===== config.mk =====
export PLATFORM = sky130hd
export DESIGN_NAME = uart_tx_arbiter
export DESIGN_NICKNAME = d
export VERILOG_FILES = /design/src/rtl/uart_tx_arbiter.sv
export SDC_FILE = /design/constraint.sdc
export NUM_CORES = 1
export LEC_CHECK = 0
export CAP_MARGIN = 20
export CORE_MARGIN = 2
export CORE_UTILIZATION = 35
export CTS_CLUSTER_SIZE = 12
export DETAILED_ROUTE_END_ITERATION = 8
export PLACE_DENSITY_LB_ADDON = 0.12
export SYNTH_ARGS = -nofsm -noshare
export SYNTH_HDL_FRONTEND = slang
export SYNTH_SLANG_ARGS = --single-unit
export TNS_END_PERCENT = 10

===== constraint.sdc =====
create_clock -name clk -period 2.3 [get_ports clk]
set_input_delay 0.23 -clock clk [delete_from_list [all_inputs] [get_ports clk]]
set_output_delay 0.23 -clock clk [all_outputs]
set_load 0.01 [all_outputs]

===== src/rtl/uart_tx_arbiter.sv =====
// Round-robin arbiter that shares one UART transmitter among N_REQ clients.
// Optional WAIT-state watchdog is compiled in with `define UART_ARB_TIMEOUT_EN.
module uart_tx_arbiter #(
    parameter int N_REQ       = 4,
    parameter int TIMEOUT_CYC = 64
) (
    input  logic               clk,
    input  logic               rst_n,
    input  logic [N_REQ-1:0]   req,
    input  logic [8*N_REQ-1:0] req_data,
    output logic [N_REQ-1:0]   gnt,
    output logic [N_REQ-1:0]   done,
    output logic [7:0]         byte2send,
    output logic               tx_start,
    input  logic               tx_done,
    output logic               busy,
`ifdef UART_ARB_TIMEOUT_EN
    output logic               timeout_err,
`endif
    output logic [1:0]         dbg_state_o
);
    localparam int IDXW = (N_REQ > 1) ? $clog2(N_REQ) : 1;

    // Handshake: req[i] is a level held until gnt[i]; gnt/done/tx_start are
    // single-cycle pulses; tx_done is sampled only while in S_WAIT.
    typedef enum logic [1:0] {
        S_IDLE    = 2'd0,
        S_START   = 2'd1,
        S_WAIT    = 2'd2,
        S_RELEASE = 2'd3
    } state_t;

    state_t            state_q, state_d;
    logic [IDXW-1:0]   idx_q, idx_d;
    logic [IDXW-1:0]   ptr_q, ptr_d;
    logic [IDXW-1:0]   pick;
    logic [IDXW-1:0]   cand;
    logic              pick_vld;
    logic [7:0]        byte_q, byte_d;
    logic [N_REQ-1:0]  gnt_q, gnt_d;
    logic [N_REQ-1:0]  done_q, done_d;
    logic              tx_start_q, tx_start_d;
    logic              busy_q, busy_d;

`ifdef UART_ARB_TIMEOUT_EN
    localparam int CNTW = (TIMEOUT_CYC > 2) ? $clog2(TIMEOUT_CYC) : 1;
    logic [CNTW-1:0]   cnt_q, cnt_d;
    logic              err_q, err_d;
`endif

    // Scan from the farthest offset down so the nearest requester after ptr wins.
    always_comb begin
        pick     = '0;
        pick_vld = 1'b0;
        cand     = '0;
        for (int i = N_REQ; i >= 1; i--) begin
            cand = IDXW'((int'(ptr_q) + i) % N_REQ);
            if (req[cand]) begin
                pick     = cand;
                pick_vld = 1'b1;
            end
        end
    end

    always_comb begin
        state_d    = state_q;
        idx_d      = idx_q;
        ptr_d      = ptr_q;
        byte_d     = byte_q;
        gnt_d      = '0;
        done_d     = '0;
        tx_start_d = 1'b0;
`ifdef UART_ARB_TIMEOUT_EN
        cnt_d      = '0;
        err_d      = err_q;
`endif
        case (state_q)
            S_IDLE: begin
                if (pick_vld) begin
                    state_d     = S_START;
                    idx_d       = pick;
                    byte_d      = req_data[8*pick +: 8];
                    tx_start_d  = 1'b1;
                    gnt_d[pick] = 1'b1;
                end
            end
            S_START: state_d = S_WAIT;
            S_WAIT: begin
                if (tx_done) begin
                    state_d       = S_RELEASE;
                    done_d[idx_q] = 1'b1;
                end
`ifdef UART_ARB_TIMEOUT_EN
                else if (cnt_q == CNTW'(TIMEOUT_CYC - 1)) begin
                    state_d = S_RELEASE;
                    err_d   = 1'b1;
                end else begin
                    cnt_d = cnt_q + 1'b1;
                end
`endif
            end
            S_RELEASE: begin
                state_d = S_IDLE;
                ptr_d   = idx_q;
            end
            default: state_d = S_IDLE;
        endcase
        busy_d = (state_d != S_IDLE);
    end

    always_ff @(posedge clk or negedge rst_n) begin
        if (!rst_n) begin
            state_q    <= S_IDLE;
            idx_q      <= '0;
            ptr_q      <= IDXW'(N_REQ - 1);
            byte_q     <= 8'h00;
            gnt_q      <= '0;
            done_q     <= '0;
            tx_start_q <= 1'b0;
            busy_q     <= 1'b0;
`ifdef UART_ARB_TIMEOUT_EN
            cnt_q      <= '0;
            err_q      <= 1'b0;
`endif
        end else begin
            state_q    <= state_d;
            idx_q      <= idx_d;
            ptr_q      <= ptr_d;
            byte_q     <= byte_d;
            gnt_q      <= gnt_d;
            done_q     <= done_d;
            tx_start_q <= tx_start_d;
            busy_q     <= busy_d;
`ifdef UART_ARB_TIMEOUT_EN
            cnt_q      <= cnt_d;
            err_q      <= err_d;
`endif
        end
    end

    assign gnt         = gnt_q;
    assign done        = done_q;
    assign byte2send   = byte_q;
    assign tx_start    = tx_start_q;
    assign busy        = busy_q;
    assign dbg_state_o = state_q;
`ifdef UART_ARB_TIMEOUT_EN
    assign timeout_err = err_q;
`endif

endmodule


; ---- After elaboration in Yosys (flattened, before gate mapping)
; Index checks and enable logic that the tools add are counted.
[classes]
add_sub_neg = 4
n_lt_le_gt_ge = 8
n_eq_ne = 3
shift = 1
n_mux = 29
n_reduce_logical = 5
[op_table]
columns = cell, n
row1 = variable part select 32 x 6 -> 8 bit, 1
row2 = "less-than comparator 2 x 3 -> 1 bit, second input constant", 6
row3 = 2-to-1 mux 4 bit, 4
row4 = 2-to-1 mux 1 bit, 12
row5 = 2-to-1 mux 2 bit, 6
row6 = binary-select mux 1 bit (select 2 bit), 4
row7 = case mux 2 bit (4 select lines), 1
row8 = "adder 2 x 1 -> 2 bit, second input constant", 2
row9 = "adder 2 bit, second input constant", 2
row10 = demux 1 bit (select 2 bit), 2
row11 = "== test 2 bit, second input constant", 2
row12 = ">= comparator 2 x 1 -> 1 bit, second input constant", 2
row13 = "== test 2 x 1 -> 1 bit, second input constant", 1
row14 = logical AND 1 bit, 2
row15 = logical NOT 2 bit, 1
row16 = AND reduction 2 bit, 1
row17 = nonzero test 2 bit, 1
[word_totals]
reg_bits = 24
in_bits = 39
out_inout_bits = 20
elab_cells = 58

; ---- Depth between registers and ports, before layout
; Gate-level depths: netlist (run 1).
[depth]
ltp_word = 13
depth_mapped = 6

; ---- Least setup slack after synthesis (run 1)
; No wires, ideal clock.
[synth_timing]
kind = register to register
startpoint = register ptr_q[0]
endpoint = register byte_q[1], in the netlist byte2send[1]
setup_ns = 0.132
arrival_time_ns = 1.485
required_time_ns = 2.168
setup_slack_ns = 0.683
stages_incl_launch_ff = 7
path_buffers = 1
period_less_slack_ns = 1.617
path_cell_list = dfstp_2 -> nand2b_1 -> o21ai_1 -> a211oi_2 -> buf_4 -> mux2i_1 -> o221ai_2
[synth_between]
elab_chain_len = 8
[synth_lines]
columns = element, line
row1 = from (decl), 35  ; logic [IDXW-1:0] ptr_q, ptr_d;
row2 = from (signal assigned), 115  ; ptr_q <= IDXW'(N_REQ - 1);
row3 = from (signal assigned), 128  ; ptr_q <= ptr_d;
row4 = adder 2 x 1 -> 2 bit, 57  ; cand = IDXW'((int'(ptr_q) + i) % N_REQ);
row5 = binary-select mux 1 bit (select 2 bit), 58  ; if (req[cand]) begin
row6 = 2-to-1 mux 1 bit (not written as such), 58
row7 = 2-to-1 mux 2 bit / 2-to-1 mux 1 bit (equally long branches) (4 in a row), 58
row8 = variable part select 32 x 6 -> 8 bit / AND reduction 2 bit (equally long branches), -
row9 = to (signal assigned), 129  ; byte_q <= byte_d;
row10 = to (decl), 39  ; logic [7:0] byte_q, byte_d;
; Parallel ways exist; a longest one is shown, timed or not. The select of a mux whose other input is x is not followed.
; A chain may end at the register's enable or synchronous reset.

; ---- Worst setup path after layout (run 1)
[layout_timing]
startpoint = register ptr_q[0]
endpoint = register byte_q[0], in the netlist byte2send[0]
; The elaborated chain is that of the path after synthesis.

==> reports/results.tsv, run 1 <==
stage	metric	value	unit
finish	Fill cells	283	
critical_path	crit path DAT	2.02	ns
clock_network	hold_buf cts	0	
logic_synthesis	Ys Warns	0	
clock_network	clk sinks	24	
critical_path	Crit path required time	2.50	ns
detailed_routing	Post-Route WL	2840	um
critical_path	critical path class	flip-flop to flip-flop	
die	I/O pins	59	
detailed_routing	initial DRC count	27	
logic_synthesis	Commonest cells post-synth	22 x dfrtp_1, 16 x mux2i_1, 14 x nand2_1	
critical_path	CP Launch Type	flip-flop	
finish	Antenna diodes	0	
clock_network	TritonCTS clock tree	yes	
die	chip width	61.3	um
timing	final period utilization	0.791	
logic_synthesis	Yosys top cell by area	dfrtp_1	
global_routing	Total Routing Usage GR	0.173	
detailed_routing	post-DR vias/cell	4.79	
global_routing	first-pass GRT wire length	4640	um
die	Core Rows	20	
timing	worst clock skew	0.0101	ns
clock_network	Clock Pin Slew Worst Setup and Hold Paths	0.14	ns
flow_run	Max-Cap Viols	0	
timing	Slew headroom	0.623	
finish	share of layout cells above drive strength 1	0.117	
detailed_routing	Antenna Nets Post-Route	0	
die	Initial Util	0.373	
timing	Slew Viols, Final	0	
power_and_ir_drop	VDD IR max	659	uV
power_and_ir_drop	Leak	0.795	nW
timing	unrepaired setup endpoints after global routing	no	
placed_design	hpwl dp	2130	um
timing	TNS Setup	0	ns
detailed_routing	DR DRC count	0	
global_routing	initial antenna violation count	0	
die	Die Y	61.3	um
logic_synthesis	number of distinct library cells after synthesis	25	
placed_design	gpl congestion	0.709	
clock_network	Root Driver	clkbuf_4	
logic_synthesis	synthesized flop and latch total	24	
logic_synthesis	post-synthesis sequential area ratio	0.525	
logic_synthesis	top-area cell type share of the netlist area	0.479	
detailed_routing	DR WL/cell	13.8	um
logic_synthesis	Avg Cell Area, Syn	11.3	um^2
logic_synthesis	Synth area leaders	dfrtp_1 48%, mux2i_1 14%, o221ai_2 9.2%	
placed_design	placed inst area	0.00179	mm^2
critical_path	Crit Path Max Fanout	20	
timing	actual slew at the worst max-slew pin	0.566	ns
timing	WHS	0.239	ns
timing	setup violators final	0	
timing	min Tclk post-route	1.82	ns
logic_synthesis	Post-Syn Nets	141	
finish	area growth from synthesis to final layout	60.8	%
finish	Finished Cell Area	0.00185	mm^2
clock_network	PostCTS Resize Cnt	0	
power_and_ir_drop	power per cell area	1120	mW/mm^2
placed_design	Port Buffers	58	
finish	nets@finish	202	
timing	final hold violations	0	
clock_network	Post-CTS Setup Bufs	0	
detailed_routing	1st-pass router iterations	4	
logic_synthesis	Syn Std Cell Area	0.00115	mm^2
die	core region area	0.00308	mm^2
outcome	status	completed	
timing	f_max	550	MHz
timing	fin worst setup slack	0.480	ns
detailed_routing	vias	986	
critical_path	endpoint class of the critical path	flip-flop	
die	Die ar.	0.00376	mm^2
placed_design	Place WS	0.286	ns
global_routing	vias in the first global route	1015	
clock_network	CTS Buf Count	3	
global_routing	total grt overflow	0	
logic_synthesis	ys flop type	dfrtp_1	
logic_synthesis	count leader, synth	dfrtp_1	
logic_synthesis	FFs w/ async S/R, synth	1.00	
global_routing	largest net degree at the start of global routing	25	
clock_network	CTS Buffer Depth	2	
min_path	worst hold path type	input pin to async pin	
logic_synthesis	Post-synth EDFFs	0	
clock_network	Skew-Pair Late Insertion Delay	0.32	ns
logic_synthesis	Mapped Cells	102	
clock_network	H-tree levels	1	
-- report_power, final --
group	leakage [nW]	internal [mW]	switching, mW	total, mW
Sequential	0.301	0.599	0.110	0.710
Clock	0.0279	0.176	0.133	0.309
Combinational	0.466	0.557	0.486	1.04
-- layout make-up --
class                           count  area (um^2)  share of cell area
Tap cell                           44         55.1              0.0298
Clock buffer                        3         22.5              0.0122
Multi-Input combinational cell     68          502               0.272
Timing Repair Buffer               61          616               0.333
Sequential cell                    24          603               0.327
Clock inverter                      1         30.0              0.0163
Inverter                            5         18.8              0.0102
-- critical path: stages, from the launching register on --
cell and delay, ns:
dfstp_2 0.57, nand2b_1 0.12, o21ai_1 0.11, a211oi_4 0.28, buf_12 0.21, mux2i_1 0.28, o221ai_2 0.13
-- through the flow --
stage	utilization	instances	power (mW)
2_1_floorplan	-	102	1.30
3_3_place_gp	0.583	202	1.76
3_5_place_dp	0.583	202	1.78
4_1_cts	0.600	206	2.09
5_1_grt	0.600	206	2.22
6_report	0.600	206	2.06
-- logic make-up (layout without fill, tap and decap cells) --
group                     Yosys count  after routing  synth area share
buffers and inverters              10             70            0.0447
AOI/OAI and AO/OA                  18             18             0.154
and+or+nand+nor                    33             33             0.130
xor gates and xnor gates            1              1           0.00763
DFF                                24             24             0.525
muxes                              16             16             0.139
-- worst paths after layout --
path | from | endpoint | slack (ns) | cells past startpoint
setup / recovery | ptr_q[0] | byte2send[0] | 0.48 | 6
hold / removal | rst_n | byte2send[6] | 0.24 | 2
setup reg to reg | ptr_q[0] | byte2send[0] | 0.48 | 6
hold reg to reg | idx_q[1] | done[1] | 0.48 | 1
max in group asynchronous | rst_n | ptr_q[1] | 1.78 | 2
min in group clk | idx_q[1] | done[1] | 0.48 | 1
-- layer usage --
layer / vias to the layer above / wire length, um / part of all wire / global-route usage
met2: 31 / 1410 / 0.50 / 0.284
met4: 0 / 15 / 0.0053 / 0.0373
li1: 478 / - / - / -
met3: 2 / 176 / 0.062 / 0.0609
met5: - / 0 / 0 / 0
met1: 475 / 1240 / 0.43 / 0.221
-- sequential cells by signal, summed over array words and instances (netlist names) --
register	count
busy	1
done	4
tx_start	1
ptr_q	2
gnt	4
dbg_state_o	2
idx_q	2
byte2send	8
-- placed cells by master, fill, tap and decap left out, types with 2 or more instances in the layout --
cell             count
o221ai_2             7
nor2_1               7
dfrtp_1             22
clkdlybuf4s50_1     58
mux2i_1             16
nand2_1             14
clkbuf_4             3
a21oi_1              2
inv_1                4
nand2b_1             4
dfstp_2              2
buf_4                2
nor3_1               5
o21ai_0              4
Note: power is estimated with default switching activity, not from simulation.
==> run 2, diff against run 1 <==
Clock period 2.3 ns to 1.75 ns, I/O delays scaled along.
==> run 2 against run 1 <==
  * The flow now finishes with violations (setup timing)
  * Combinational power is 65% higher
  * Via count is 2.5% higher
  * Clock skew is 0.0084 ns lower
  * Fmax is 3.4% higher
  * Sequential share of layout area is 3.2 points lower
  * Sequential power is 32% higher
  * First-iteration DRC count is 33% lower
==> reports/results.tsv, run 2 (same netlist as run 1, synthesis figures left out) <==
stage	metric	value	unit	change
finish	commonest non-fill, non-tap cell in the layout	clkdlybuf4s50_1		unchanged
critical_path	Crit Path Max Fanout	7		was 20
die	Die Y	61.3	um	unchanged
die	Die ar.	0.00376	mm^2	unchanged
die	Core Rows	20		unchanged
finish	area growth from synthesis to final layout	78.3	%	was 60.8%
detailed_routing	DR DRC count	0		unchanged
critical_path	CP endpoint	byte2send[5]		was byte2send[0]
global_routing	Total Routing Usage GR	0.178		was 0.173
critical_path	CP Launch Type	flip-flop		unchanged
critical_path	Slowest cell on crit path	dfstp_2		unchanged
detailed_routing	vias	1011		was 986
placed_design	gpl congestion	0.694		was 0.709
die	core region area	0.00308	mm^2	unchanged
power_and_ir_drop	Total Power	3.05	mW	was 2.06 mW
critical_path	r2r setup slk	-0.01	ns	was 0.48 ns
critical_path	origin of the worst setup path	ptr_q[0]		unchanged
timing	Slew Viols, Final	0		unchanged
timing	f_max	568	MHz	was 550 MHz
timing	actual slew at the worst max-slew pin	0.300	ns	was 0.566 ns
timing	final hold violations	0		unchanged
outcome	status	finished with violations		was completed
timing	unrepaired setup endpoints after global routing	yes		was no
power_and_ir_drop	VDD IR max	636	uV	was 659 uV
critical_path	endpoint class of the critical path	flip-flop		unchanged
critical_path	Critical R2R Capture	byte2send[5]		was byte2send[0]
die	I/O pins	59		unchanged
timing	TNS Setup	-0.0243	ns	was 0 ns
timing	setup violators final	3		was 0
clock_network	Root Driver	clkbuf_4		unchanged
finish	nets@finish	209		was 202
die	chip width	61.3	um	unchanged
critical_path	Crit path required time	1.95	ns	was 2.50 ns
clock_network	CTS Buffer Depth	2		unchanged
clock_network	clk sinks	24		unchanged
finish	max FFs per register	8		unchanged
clock_network	Skew-Pair Late Insertion Delay	0.31	ns	was 0.32 ns
clock_network	TritonCTS clock tree	yes		unchanged
timing	Slew headroom	0.800		was 0.623
placed_design	hpwl dp	2250	um	was 2130 um
clock_network	hold_buf cts	0		unchanged
critical_path	critical path class	flip-flop to flip-flop		unchanged
finish	share of layout cells above drive strength 1	0.219		was 0.117
critical_path	crit path DAT	1.96	ns	was 2.02 ns
finish	Final Util	0.665		was 0.600
power_and_ir_drop	power per cell area	1490	mW/mm^2	was 1120 mW/mm^2
finish	most frequent cells in the layout	58 x clkdlybuf4s50_1, 22 x dfrtp_1, 14 x nand2_1, 9 x mux2i_1		was 58 x clkdlybuf4s50_1, 22 x dfrtp_1, 16 x mux2i_1, 14 x nand2_1
detailed_routing	Antenna Nets Post-Route	0		unchanged
timing	min Tclk post-route	1.76	ns	was 1.82 ns
global_routing	first-pass GRT wire length	4900	um	was 4640 um
power_and_ir_drop	Leak	0.856	nW	was 0.795 nW
clock_network	Clock Pin Slew Worst Setup and Hold Paths	0.13	ns	was 0.14 ns
timing	fin worst setup slack	-0.0104	ns	was 0.480 ns
placed_design	Port Buffers	58		unchanged
detailed_routing	1st-pass router iterations	4		unchanged
die	Initial Util	0.373		unchanged
detailed_routing	DR WL/cell	14.0	um	was 13.8 um
critical_path	cells on worst reg2reg path	7		was 6
detailed_routing	Post-Route WL	2990	um	was 2840 um
min_path	worst hold path type	input pin to async pin		unchanged
timing	final period utilization	1.01		was 0.791
clock_network	H-tree levels	1		unchanged
flow_run	Max-Cap Viols	0		unchanged
critical_path	RR Startpoint	ptr_q[0]		unchanged
global_routing	initial antenna violation count	0		unchanged
placed_design	Place WS	-0.197	ns	was 0.286 ns
detailed_routing	post-DR vias/cell	4.75		was 4.79
outcome	failing checks	setup timing		
global_routing	total grt overflow	0		unchanged
global_routing	largest net degree at the start of global routing	25		unchanged
finish	Antenna diodes	0		unchanged
timing	worst clock skew	0.00176	ns	was 0.0101 ns
clock_network	CTS Buf Count	3		unchanged
global_routing	vias in the first global route	1099		was 1,015
timing	WHS	0.203	ns	was 0.239 ns
detailed_routing	initial DRC count	18		was 27
critical_path	critical path cell sequence	nand2b_4 > o21ai_4 > a211oi_4 > buf_6 > buf_12 > mux2i_4 > o221ai_2		was nand2b_1 > o21ai_1 > a211oi_4 > buf_12 > mux2i_1 > o221ai_2
critical_path	slowest stage delay, CP	0.57	ns	about the same
-- run 2: cell count changes in the layout (fill, tap and decap cells not counted), sizes merged --
cell	before	now
buf	3	10
-- run 2: worst min-delay path by stage --
stage                         from            to  slack [ns]  cells past startpoint
after floorplan              rst_n          busy       -0.12                      0
after global placement    idx_q[1]       done[1]        0.45                      1
after detailed placement  idx_q[1]       done[1]        0.45                      1
after CTS                    rst_n      tx_start        0.21                      2
after global routing         rst_n      idx_q[0]        0.22                      2
final                        rst_n  byte2send[5]        0.20                      2
-- run 2: metrics by stage --
step | cells | area, um^2
5_1_grt | 213 | 2050
6_report | 213 | 2050
3_3_place_gp | 206 | 1850
3_5_place_dp | 206 | 1850
2_1_floorplan | 102 | 1150
4_1_cts | 213 | 2020
-- run 2: area by class of cell --
class	count	area (um^2)
clock inverter	1	30.0
tap	44	55.1
multi-input combinational	68	602
fill	259	1030
timing repair buffer	68	717
sequential	24	603
inverter	5	18.8
clock buffer	3	22.5
-- run 2: repair_timing --
action / CTS / global route
endpoints found under the setup margin: 8 / 8
buffers inserted: 2 / 0
gates resized for setup: 14 / 5
pin swaps: 2 / 5
endpoints found under the hold margin: 0 / 0
cloned: 1 / 0
-- run 2: worst max-delay path: cells and delay by family, from the launching register on --
kind | cells | cell delay, ns
buffers and inverters | 2 | 0.31
multiplexers | 1 | 0.23
AND/OR/NAND/NOR | 1 | 0.13
flip-flops | 1 | 0.57
AO/OA/AOI/OAI | 3 | 0.38
-- run 2: report_power, final --
part	leakage (nW)	total [mW]	internal (mW)	switching (mW)
Sequential	0.301	0.935	0.788	0.148
Clock	0.0279	0.397	0.231	0.166
Combinational	0.527	1.72	0.981	0.739
-- run 2: metal layers --
metal,up-vias,share of wire,GRT usage
li1,498,-,-
met1,484,0.43,0.222
met5,-,0,0
met3,2,0.046,0.0252
met4,0,0.0033,0.0373
met2,27,0.52,0.327
==> run 3, diff against run 2 <==
Settings changed: MAX_ROUTING_LAYER set to met4, TNS_END_PERCENT 10 to 5.
==> run 3 against run 2 <==
  * The flow still finishes with violations (setup timing)
  * Sequential share of layout area did not move
  * Clock power barely moved
  * Non-clock buffer count did not move
  * Sequential power about the same
  * Worst hold slack better by 0.00059 ns
  * Cell area unchanged
  * Fmax about the same
  * First-iteration DRC count fell by 11%
  * Utilization unchanged
  * Largest power group unchanged
==> reports/results.tsv, run 3 (same netlist as run 1, synthesis figures left out) <==
stage	metric	value	unit	change
placed_design	hpwl dp	2250	um	unchanged
min_path	worst hold path type	input pin to async pin		unchanged
finish	area growth from synthesis to final layout	78.3	%	unchanged
die	I/O pins	59		unchanged
timing	fin worst setup slack	-0.0118	ns	was -0.0104 ns
critical_path	cells on worst reg2reg path	7		unchanged
critical_path	endpoint class of the critical path	flip-flop		unchanged
detailed_routing	1st-pass router iterations	3		was 4
critical_path	CP endpoint	byte2send[5]		unchanged
finish	Final Util	0.665		unchanged
clock_network	hold_buf cts	0		unchanged
clock_network	CTS Buf Count	3		unchanged
critical_path	Crit Path Max Fanout	7		unchanged
finish	Antenna diodes	0		unchanged
critical_path	Critical R2R Capture	byte2send[5]		unchanged
critical_path	slowest stage delay, CP	0.57	ns	about the same
die	chip width	61.3	um	unchanged
detailed_routing	DR DRC count	0		unchanged
placed_design	gpl congestion	0.702		was 0.694
clock_network	Clock Pin Slew Worst Setup and Hold Paths	0.13	ns	about the same
timing	worst clock skew	0.00211	ns	was 0.00176 ns
critical_path	Slowest cell on crit path	dfstp_2		unchanged
die	Initial Util	0.373		unchanged
critical_path	critical path cell sequence	nand2b_4 > o21ai_4 > a211oi_4 > buf_6 > buf_12 > mux2i_4 > o221ai_2		unchanged
finish	share of layout cells above drive strength 1	0.219		unchanged
critical_path	r2r setup slk	-0.01	ns	about the same
outcome	failing checks	setup timing		unchanged
clock_network	H-tree levels	1		unchanged
timing	unrepaired setup endpoints after global routing	yes		unchanged
detailed_routing	post-DR vias/cell	4.71		was 4.75
clock_network	TritonCTS clock tree	yes		unchanged
global_routing	vias in the first global route	1097		was 1,099
detailed_routing	initial DRC count	16		was 18
critical_path	delay-heaviest family, CP	flip-flops		unchanged
detailed_routing	Post-Route WL	2990	um	about the same
die	Die Y	61.3	um	unchanged
clock_network	Root Driver	clkbuf_4		unchanged
outcome	status	finished with violations		unchanged
timing	final hold violations	0		unchanged
finish	most frequent cells in the layout	58 x clkdlybuf4s50_1, 22 x dfrtp_1, 14 x nand2_1, 9 x mux2i_1		unchanged
global_routing	first-pass GRT wire length	4920	um	was 4900 um
finish	max FFs per register	8		unchanged
timing	f_max	568	MHz	about the same
critical_path	CP Buf/Inv Count	2		unchanged
clock_network	clk sinks	24		unchanged
critical_path	crit path DAT	1.96	ns	about the same
timing	min Tclk post-route	1.76	ns	about the same
timing	final period utilization	1.01		about the same
placed_design	placed inst area	0.00185	mm^2	unchanged
finish	commonest non-fill, non-tap cell in the layout	clkdlybuf4s50_1		unchanged
global_routing	largest net degree at the start of global routing	25		unchanged
detailed_routing	Antenna Nets Post-Route	0		unchanged
detailed_routing	vias	1003		was 1,011
timing	Slew headroom	0.800		about the same
critical_path	RR Startpoint	ptr_q[0]		unchanged
critical_path	stages on the worst setup path	7		unchanged
die	Die ar.	0.00376	mm^2	unchanged
timing	setup violators final	3		unchanged
timing	actual slew at the worst max-slew pin	0.300	ns	about the same
finish	nets@finish	209		unchanged
global_routing	total grt overflow	0		unchanged
critical_path	CP Launch Type	flip-flop		unchanged
critical_path	origin of the worst setup path	ptr_q[0]		unchanged
clock_network	Skew-Pair Late Insertion Delay	0.31	ns	about the same
timing	Slew Viols, Final	0		unchanged
die	core region area	0.00308	mm^2	unchanged
power_and_ir_drop	Leak	0.856	nW	unchanged
die	Core Rows	20		unchanged
finish	Finished Cell Area	0.00205	mm^2	unchanged
detailed_routing	DR WL/cell	14.0	um	about the same
placed_design	Port Buffers	58		unchanged
power_and_ir_drop	VDD IR max	637	uV	was 636 uV
flow_run	Max-Cap Viols	0		unchanged
clock_network	CTS Buffer Depth	2		unchanged
critical_path	Crit path required time	1.95	ns	about the same
global_routing	Total Routing Usage GR	0.184		was 0.178
critical_path	critical path class	flip-flop to flip-flop		unchanged
global_routing	initial antenna violation count	0		unchanged
power_and_ir_drop	power per cell area	1490	mW/mm^2	about the same
run 3: cell counts in the layout (fill, tap and decap cells not counted):
No cell type changed its count.
run 3: cell type report:
cell class,count,area [um^2]
Fill cell,259,1030
Inverter,5,18.8
Clock inverter,1,30.0
Clock buffer,3,22.5
Multi-Input combinational cell,68,602
Sequential cell,24,603
Tap cell,44,55.1
Timing Repair Buffer,68,717
run 3: where the power goes:
group          internal [mW]  switching, mW
combinational          0.981          0.741
clock                  0.231          0.165
sequential             0.788          0.148
total                   2.00           1.05
run 3: worst min path at each step:
stage	slack, ns	depth (start not counted)	endpoint	from
finish	0.20	2	byte2send[5]	rst_n
global route	0.22	2	idx_q[0]	rst_n
CTS	0.21	2	tx_start	rst_n
detailed placement	0.45	1	done[1]	idx_q[1]
global placement	0.45	1	done[1]	idx_q[1]
floorplan	-0.12	0	busy	rst_n
run 3: timing repair:
action / CTS / global route
buffers inserted: 2 / 0
gates resized for setup: 14 / 5
gates cloned: 1 / 0
pin swaps: 2 / 5
setup endpoints to repair: 8 / 8
run 3: stage by stage:
| step | TNS [ns] | power (mW) | hold WS (ns) | instances | setup slack (ns) |
|---|---|---|---|---|---|
| 2_1_floorplan | 0 | 1.71 | -0.121 | 102 | 0.133 |
| 3_3_place_gp | -0.792 | 2.40 | 0.449 | 206 | -0.106 |
| 3_5_place_dp | -1.14 | 2.44 | 0.455 | 206 | -0.197 |
| 4_1_cts | -0.00386 | 3.05 | 0.213 | 213 | -0.00206 |
| 5_1_grt | -0.570 | 3.25 | 0.221 | 213 | -0.101 |
| 6_report | -0.0270 | 3.05 | 0.204 | 213 | -0.0118 |
run 3: per-layer routing:
metal  track usage  routed length, um  vias up
li1              -                  -      495
met1         0.227               1310      481
met2         0.325               1550       25
met3        0.0210                116        2
met4        0.0373                 10        0
met5             -                  0        -
